--- src/rtl/instr_seq_pkg.sv ---
// Shared types and constants for the instruction sequencer and its bench.
package instr_seq_pkg;

  typedef enum logic [1:0] {
    S_IDLE = 2'd0,
    S_HOLD = 2'd1,
    S_DONE = 2'd2
  } state_e;

  localparam logic [31:0] NOP_WORD_DEFAULT = 32'h0000_0000;

  // Instruction field layout of the target CPU, used for decoding in benches.
  localparam int OPC_MSB = 31;
  localparam int OPC_LSB = 27;
  localparam int RD_LSB  = 23;
  localparam int RS_LSB  = 19;
  localparam int RT_LSB  = 15;
  localparam int REG_W   = 4;

  function automatic logic [4:0] opcode_of(input logic [31:0] w);
    return w[OPC_MSB:OPC_LSB];
  endfunction

endpackage

--- src/rtl/instr_store.sv ---
// Programmable instruction store: one write port, one combinational read port, no reset.
module instr_store #(
  parameter int DATA_W = 32,
  parameter int DEPTH  = 16,
  parameter int ADDR_W = $clog2(DEPTH)
) (
  input  logic              clk_i,
  input  logic              we_i,
  input  logic [ADDR_W-1:0] waddr_i,
  input  logic [DATA_W-1:0] wdata_i,
  input  logic [ADDR_W-1:0] raddr_i,
  output logic [DATA_W-1:0] rdata_o
);

  logic [DATA_W-1:0] mem_q [DEPTH];

  // Store write; contents deliberately survive reset.
  always_ff @(posedge clk_i) begin
    if (we_i) mem_q[waddr_i] <= wdata_i;
  end

  assign rdata_o = mem_q[raddr_i];

endmodule

--- src/rtl/instr_sequencer.sv ---
// Replays a stored program into the CPU Instruction input, timed or fetch-paced,
// one-shot or looping, and captures one CPU result per executed instruction.
module instr_sequencer
  import instr_seq_pkg::*;
#(
  parameter int DATA_W      = 32,
  parameter int DEPTH       = 16,
  parameter int ADDR_W      = $clog2(DEPTH),
  parameter int HOLD_CYCLES = 4,
  parameter logic [DATA_W-1:0] NOP_WORD = DATA_W'(NOP_WORD_DEFAULT)
) (
  input  logic              clk,
  input  logic              reset,
  input  logic              load_en,
  input  logic [ADDR_W-1:0] load_addr,
  input  logic [DATA_W-1:0] load_data,
  input  logic [ADDR_W:0]   prog_len,
  input  logic              start,
  input  logic              stop,
  input  logic              loop_mode,
  input  logic              paced,
  input  logic              en_fetch_pulse,
  input  logic              en_exe_pulse,
  input  logic [DATA_W-1:0] result,
  output logic [DATA_W-1:0] Instruction,
  output logic [ADDR_W-1:0] instr_idx,
  output logic              busy,
  output logic              done,
  output logic              aborted,
  output logic              trace_valid,
  output logic [DATA_W-1:0] trace_data,
  output logic [ADDR_W-1:0] trace_idx
);

  localparam int LW    = ADDR_W + 1;
  localparam int CNT_W = $clog2(HOLD_CYCLES) + 1;
  localparam logic [LW-1:0]    DEPTH_L  = LW'(DEPTH);
  localparam logic [CNT_W-1:0] CNT_LAST = CNT_W'(HOLD_CYCLES - 1);

  state_e            state_q, state_d;
  logic [ADDR_W-1:0] idx_q, idx_d;
  logic [LW-1:0]     len_q, len_d;
  logic              loop_q, loop_d;
  logic              paced_q, paced_d;
  logic [CNT_W-1:0]  cnt_q, cnt_d;
  logic [DATA_W-1:0] instr_q, instr_d;
  logic              aborted_q, aborted_d;
  logic              tvalid_q;
  logic [DATA_W-1:0] tdata_q;
  logic [ADDR_W-1:0] tidx_q;

  logic              adv;
  logic              last;
  logic [LW-1:0]     eff_len;
  logic [ADDR_W-1:0] rd_addr;
  logic [DATA_W-1:0] rd_data;

  // Loading is only honoured while idle, so a running program is never disturbed.
  instr_store #(
    .DATA_W (DATA_W),
    .DEPTH  (DEPTH),
    .ADDR_W (ADDR_W)
  ) u_store (
    .clk_i   (clk),
    .we_i    (load_en && (state_q == S_IDLE)),
    .waddr_i (load_addr),
    .wdata_i (load_data),
    .raddr_i (rd_addr),
    .rdata_o (rd_data)
  );

  assign eff_len = (prog_len > DEPTH_L) ? DEPTH_L : prog_len;
  assign last    = ({1'b0, idx_q} == (len_q - LW'(1)));
  assign adv     = paced_q ? en_fetch_pulse : (cnt_q == CNT_LAST);

  // Next-state logic; the read port always points at the word needed at the next advance.
  always_comb begin
    state_d   = state_q;
    idx_d     = idx_q;
    len_d     = len_q;
    loop_d    = loop_q;
    paced_d   = paced_q;
    cnt_d     = cnt_q;
    instr_d   = instr_q;
    aborted_d = 1'b0;
    rd_addr   = '0;
    case (state_q)
      S_IDLE: begin
        if (start && (eff_len != '0)) begin
          state_d = S_HOLD;
          idx_d   = '0;
          len_d   = eff_len;
          loop_d  = loop_mode;
          paced_d = paced;
          cnt_d   = '0;
          instr_d = rd_data;
        end
      end
      S_HOLD: begin
        rd_addr = last ? '0 : idx_q + ADDR_W'(1);
        if (stop) begin
          state_d   = S_IDLE;
          idx_d     = '0;
          cnt_d     = '0;
          instr_d   = NOP_WORD;
          aborted_d = 1'b1;
        end else if (adv) begin
          cnt_d = '0;
          if (!last) begin
            idx_d   = idx_q + ADDR_W'(1);
            instr_d = rd_data;
          end else if (loop_q) begin
            idx_d   = '0;
            instr_d = rd_data;
          end else begin
            state_d = S_DONE;
            idx_d   = '0;
            instr_d = NOP_WORD;
          end
        end else if (!paced_q) begin
          cnt_d = cnt_q + CNT_W'(1);
        end
      end
      S_DONE:  state_d = S_IDLE;
      default: state_d = S_IDLE;
    endcase
  end

  // Sequencer state registers.
  always_ff @(posedge clk or negedge reset) begin
    if (!reset) begin
      state_q   <= S_IDLE;
      idx_q     <= '0;
      len_q     <= '0;
      loop_q    <= 1'b0;
      paced_q   <= 1'b0;
      cnt_q     <= '0;
      instr_q   <= NOP_WORD;
      aborted_q <= 1'b0;
    end else begin
      state_q   <= state_d;
      idx_q     <= idx_d;
      len_q     <= len_d;
      loop_q    <= loop_d;
      paced_q   <= paced_d;
      cnt_q     <= cnt_d;
      instr_q   <= instr_d;
      aborted_q <= aborted_d;
    end
  end

  // Result capture: an execute strobe during replay records the pre-advance index.
  always_ff @(posedge clk or negedge reset) begin
    if (!reset) begin
      tvalid_q <= 1'b0;
      tdata_q  <= '0;
      tidx_q   <= '0;
    end else begin
      tvalid_q <= en_exe_pulse && (state_q == S_HOLD);
      if (en_exe_pulse && (state_q == S_HOLD)) begin
        tdata_q <= result;
        tidx_q  <= idx_q;
      end
    end
  end

  assign Instruction = instr_q;
  assign instr_idx   = idx_q;
  assign busy        = (state_q == S_HOLD);
  assign done        = (state_q == S_DONE);
  assign aborted     = aborted_q;
  assign trace_valid = tvalid_q;
  assign trace_data  = tdata_q;
  assign trace_idx   = tidx_q;

endmodule

--- config.mk ---
export PLATFORM = sky130hd
export DESIGN_NAME = instr_sequencer
export DESIGN_NICKNAME = d
export VERILOG_FILES = /design/src/rtl/instr_seq_pkg.sv /design/src/rtl/instr_store.sv /design/src/rtl/instr_sequencer.sv
export SDC_FILE = /design/constraint.sdc
export NUM_CORES = 1
export LEC_CHECK = 0
export CORE_MARGIN = 2
export CORE_UTILIZATION = 59
export CTS_CLUSTER_DIAMETER = 150
export DETAILED_ROUTE_END_ITERATION = 16
export GPL_ROUTABILITY_DRIVEN = 0
export GPL_TIMING_DRIVEN = 0
export PLACE_DENSITY = 0.8
export SYNTH_ARGS = -nofsm -noshare
export SYNTH_HDL_FRONTEND = slang
export SYNTH_HIERARCHICAL = 1
export SYNTH_SLANG_ARGS = --single-unit
--- constraint.sdc ---
create_clock -name clk -period 5.5 [get_ports clk]
set_input_delay 1.375 -clock clk [delete_from_list [all_inputs] [get_ports clk]]
set_output_delay 1.375 -clock clk [all_outputs]
set_load 0.005 [all_outputs]
==> summary.md <==
| Metric | Value |
|---|---|
| Status | completed |
| Reg-to-reg endpoint | Instruction[23] |
| Pre-CTS setup slack | 1220 ps |
| Post-Synth XOR/XNOR Area | 0.00227 |
| Ports | 158 |
| Gr ovfl total | 0 |
| Max Slew Vio Count | 0 |
| Crit Path Max Fanout | 10 |
| Post-CTS Setup Bufs | 0 |
| Vias in the first global route | 13,100 |
| Antenna-violating nets left | 0 |
| First-pass GRT wire length | 82.1 mm |
| Resize count post-CTS | 0 |
| VDD IR max | 0.380 mV |
| Syn Inst Count | 1,134 |
| Initial antenna violation count | 2 |
| Pwr Density | 395 nW/µm² |
| IO buf count | 157 |
| Max-cap violations | 0 |
| Cell variety after synth | 46 |
| Top cell type by total area after synthesis | edfxtp_1 |
| Clock buffer count from CTS | 56 |
| Die area | 40,800 µm² |
| CP required | 5940 ps |
| Max-slew headroom | 0.251 |
| CP endpoint kind | flop |
| Sequential fraction of the synthesis area | 0.757 |
| Crit. Startpoint | len_q[0] |
| Netlist Area Pre-Place | 23,100 µm² |
| Worst EP arrival | 4540 ps |
| CTS tree | built |
| Post-synth EDFFs | 512 |
| Core ar. | 38,600 µm² |
| Placed instance area | 25,900 µm² |
| Clock Skews | 15.7 ps |
| Largest family of logic cells by synthesized area | multiplexers |
| Hold Path Stages | 1 |
| Main synth FF type | edfxtp_1 |
| R2R cell count | 14 |
| Routed wire length | 55.1 mm |
| Clock root cell | clkbuf_16 |
| Min-delay worst type | flop to flop |
| Initial DRC count | 1,406 |
| RSZ-0062 raised after global routing | no |
| Simple-gate area share of the yosys netlist | 0.0401 |
| P&R area growth vs syn | 19.9% |
| Fin crit share | 0.745 |
| Critical Path Start Type | flop |
| FF-to-FF Start | len_q[0] |
| Clk sinks | 598 |
| Fin. Hold Viols | 0 |
| Async set or reset register ratio after synthesis | 0.144 |
| Syn Area/Cell | 20.4 µm² |
| Synth Area in Compound Gates | 0.0381 |
| # fillers | 2,203 |
| Ys Warns | 6 |
| Critical path type | flop to flop |
| Wire per inst | 28.4 µm |
| HPWL after detailed placement | 33.8 mm |
| Overall Global Routing Usage | 0.277 |
| Design area | 27,700 µm² |
| Top cells by area, synth | edfxtp_1 (66%), mux4_2 (12%), dfrtp_1 (9.3%) |
| Worst Hold End | trace_data[5] |
| Final Power | 11.0 mW |
| Chip height | 202 µm |
| Via count | 12,500 |
| Max Root-Sink Buffers | 3 |
| Hold Path Origin | trace_data[5] |
| R2R Setup Slk | 1400 ps |
| CTS clk-pin slew, worst paths | 60 ps |
| Die width | 202 µm |
| DRC Markers | 0 |
| H-tree levels | 2 |
| Mux cell area share after synthesis | 0.144 |
| Synthesized flop and latch total | 598 |
| Final WS setup | 1400 ps |
| Top cell type's share of synthesized area | 0.664 |
| Synth Area in Adders | 0.00216 |
| Highest clock rate | 244 MHz |
| Post-CTS Hold Buffers | 0 |
| Setup-failing EPs final | 0 |
| Syn_nets | 1,220 |
| Vias per cell | 6.42 |
| Least-Margin Pin Slew | 1120 ps |
| Final nets | 1,460 |
| Starting Density | 0.599 |
| Largest net degree at the start of global routing | 58 |
| Minimum clock period | 4100 ps |
| Clk Latency, worst-skew pair | 600 ps |
| Drt pass-1 iters | 5 |
| Share of cells above drive strength 1 | 0.290 |
| Floorplan row count | 72 |
| Static leakage | 9.14 nW |
[placed cells by master, fill, tap and decap left out, drive strengths merged, types with 4 or more instances in the layout]
cell type	instances
o21ai	8
mux2	39
nand2b	10
ha	4
edfxtp	512
nor3	9
clkdlybuf4s50	156
a22oi	64
a21oi	34
nand2	112
xnor2	4
and2	5
clkinv	21
inv	8
nor2	22
mux4	128
nand3	4
dfrtp	86
buf	67
clkbuf	97
[registers in the layout (all words and copies together) (netlist names)]
name and count:
aborted 1, u_store/mem_q 512, trace_data 32, paced_q 1
trace_valid 1, cnt_q 3, len_q 5, state_q 2
loop_q 1, Instruction 32, instr_idx 4, trace_idx 4
[power by group]
group	leakage [nW]	total, mW	switching, mW	internal [mW]
combinational	2.57	1.92	0.915	1.01
clock	0.880	3.78	1.62	2.15
sequential	5.68	5.27	0.127	5.14
[synthesized netlist by cell type (all sizes together) (3+ instances only)]
cell	number
a21oi	34
a22oi	64
and2	5
buf	41
clkbuf	18
dfrtp	86
edfxtp	512
ha	4
inv	8
mux2	39
mux4	128
nand2	112
nand2b	10
nand3	4
nand3b	3
nor2	22
nor2b	3
nor3	9
o21ai	8
or3	3
xnor2	4
[how the worst max path moves through the flow]
stage          cells after the start                    to  slack (ps)
4_1_cts                           14       Instruction[23]        1450
6_report                          14       Instruction[23]        1400
2_1_floorplan                      3   u_store/mem_q[0][0]         810
3_5_place_dp                       7       Instruction[30]        1220
5_1_grt                           14        Instruction[6]        1220
3_3_place_gp                       4  u_store/mem_q[0][15]       -1820
[metal layers]
layer	track usage	wire length, µm	vias up
li1	-	-	5072
met1	0.364	20200	6453
met2	0.458	27400	801
met3	0.0608	5600	128
met4	0.109	1860	2
met5	0	13	-
[critical path, stage by stage, from the launching register on]
cell	delay, ps
dfrtp_1	420
inv_1	70
ha_1	220
nand3b_1	130
a21oi_1	80
o311ai_2	540
nand2_1	260
nor2_1	180
buf_2	360
buf_1	770
mux4_2	430
a22oi_1	160
nand2_1	160
nand2_2	90
a21oi_2	40
[metrics by stage]
stage	setup TNS, ps	cells	utilization	hold WS, ps
6_report	0	1941	0.718	503
4_1_cts	0	1940	0.718	505
2_1_floorplan	0	1134	-	450
5_1_grt	0	1941	0.718	522
3_3_place_gp	-263480	1809	0.656	470
3_5_place_dp	0	1834	0.671	491
[logic make-up after synthesis]
family / count (synthesis)
xor gates and xnor gates: 6
and+or+nand+nor: 177
buffers and inverters: 67
DFF: 598
muxes: 167
AOI/OAI and AO/OA: 115
adders and majority gates: 4
[cell type report]
| class | count | area [µm²] | area share |
|---|---|---|---|
| clock buffer | 79 | 1590 | 0.0573 |
| inverter | 8 | 30.0 | 0.00108 |
| clock inverter | 27 | 220 | 0.00794 |
| timing repair buffer | 182 | 2030 | 0.0731 |
| buffer | 59 | 354 | 0.0128 |
| sequential | 598 | 17500 | 0.632 |
| antenna | 1 | 2.50 | 0.0000902 |
| multi-input combinational | 469 | 5340 | 0.193 |
| tap | 518 | 648 | 0.0234 |
Power figures use the tool's default switching activity.
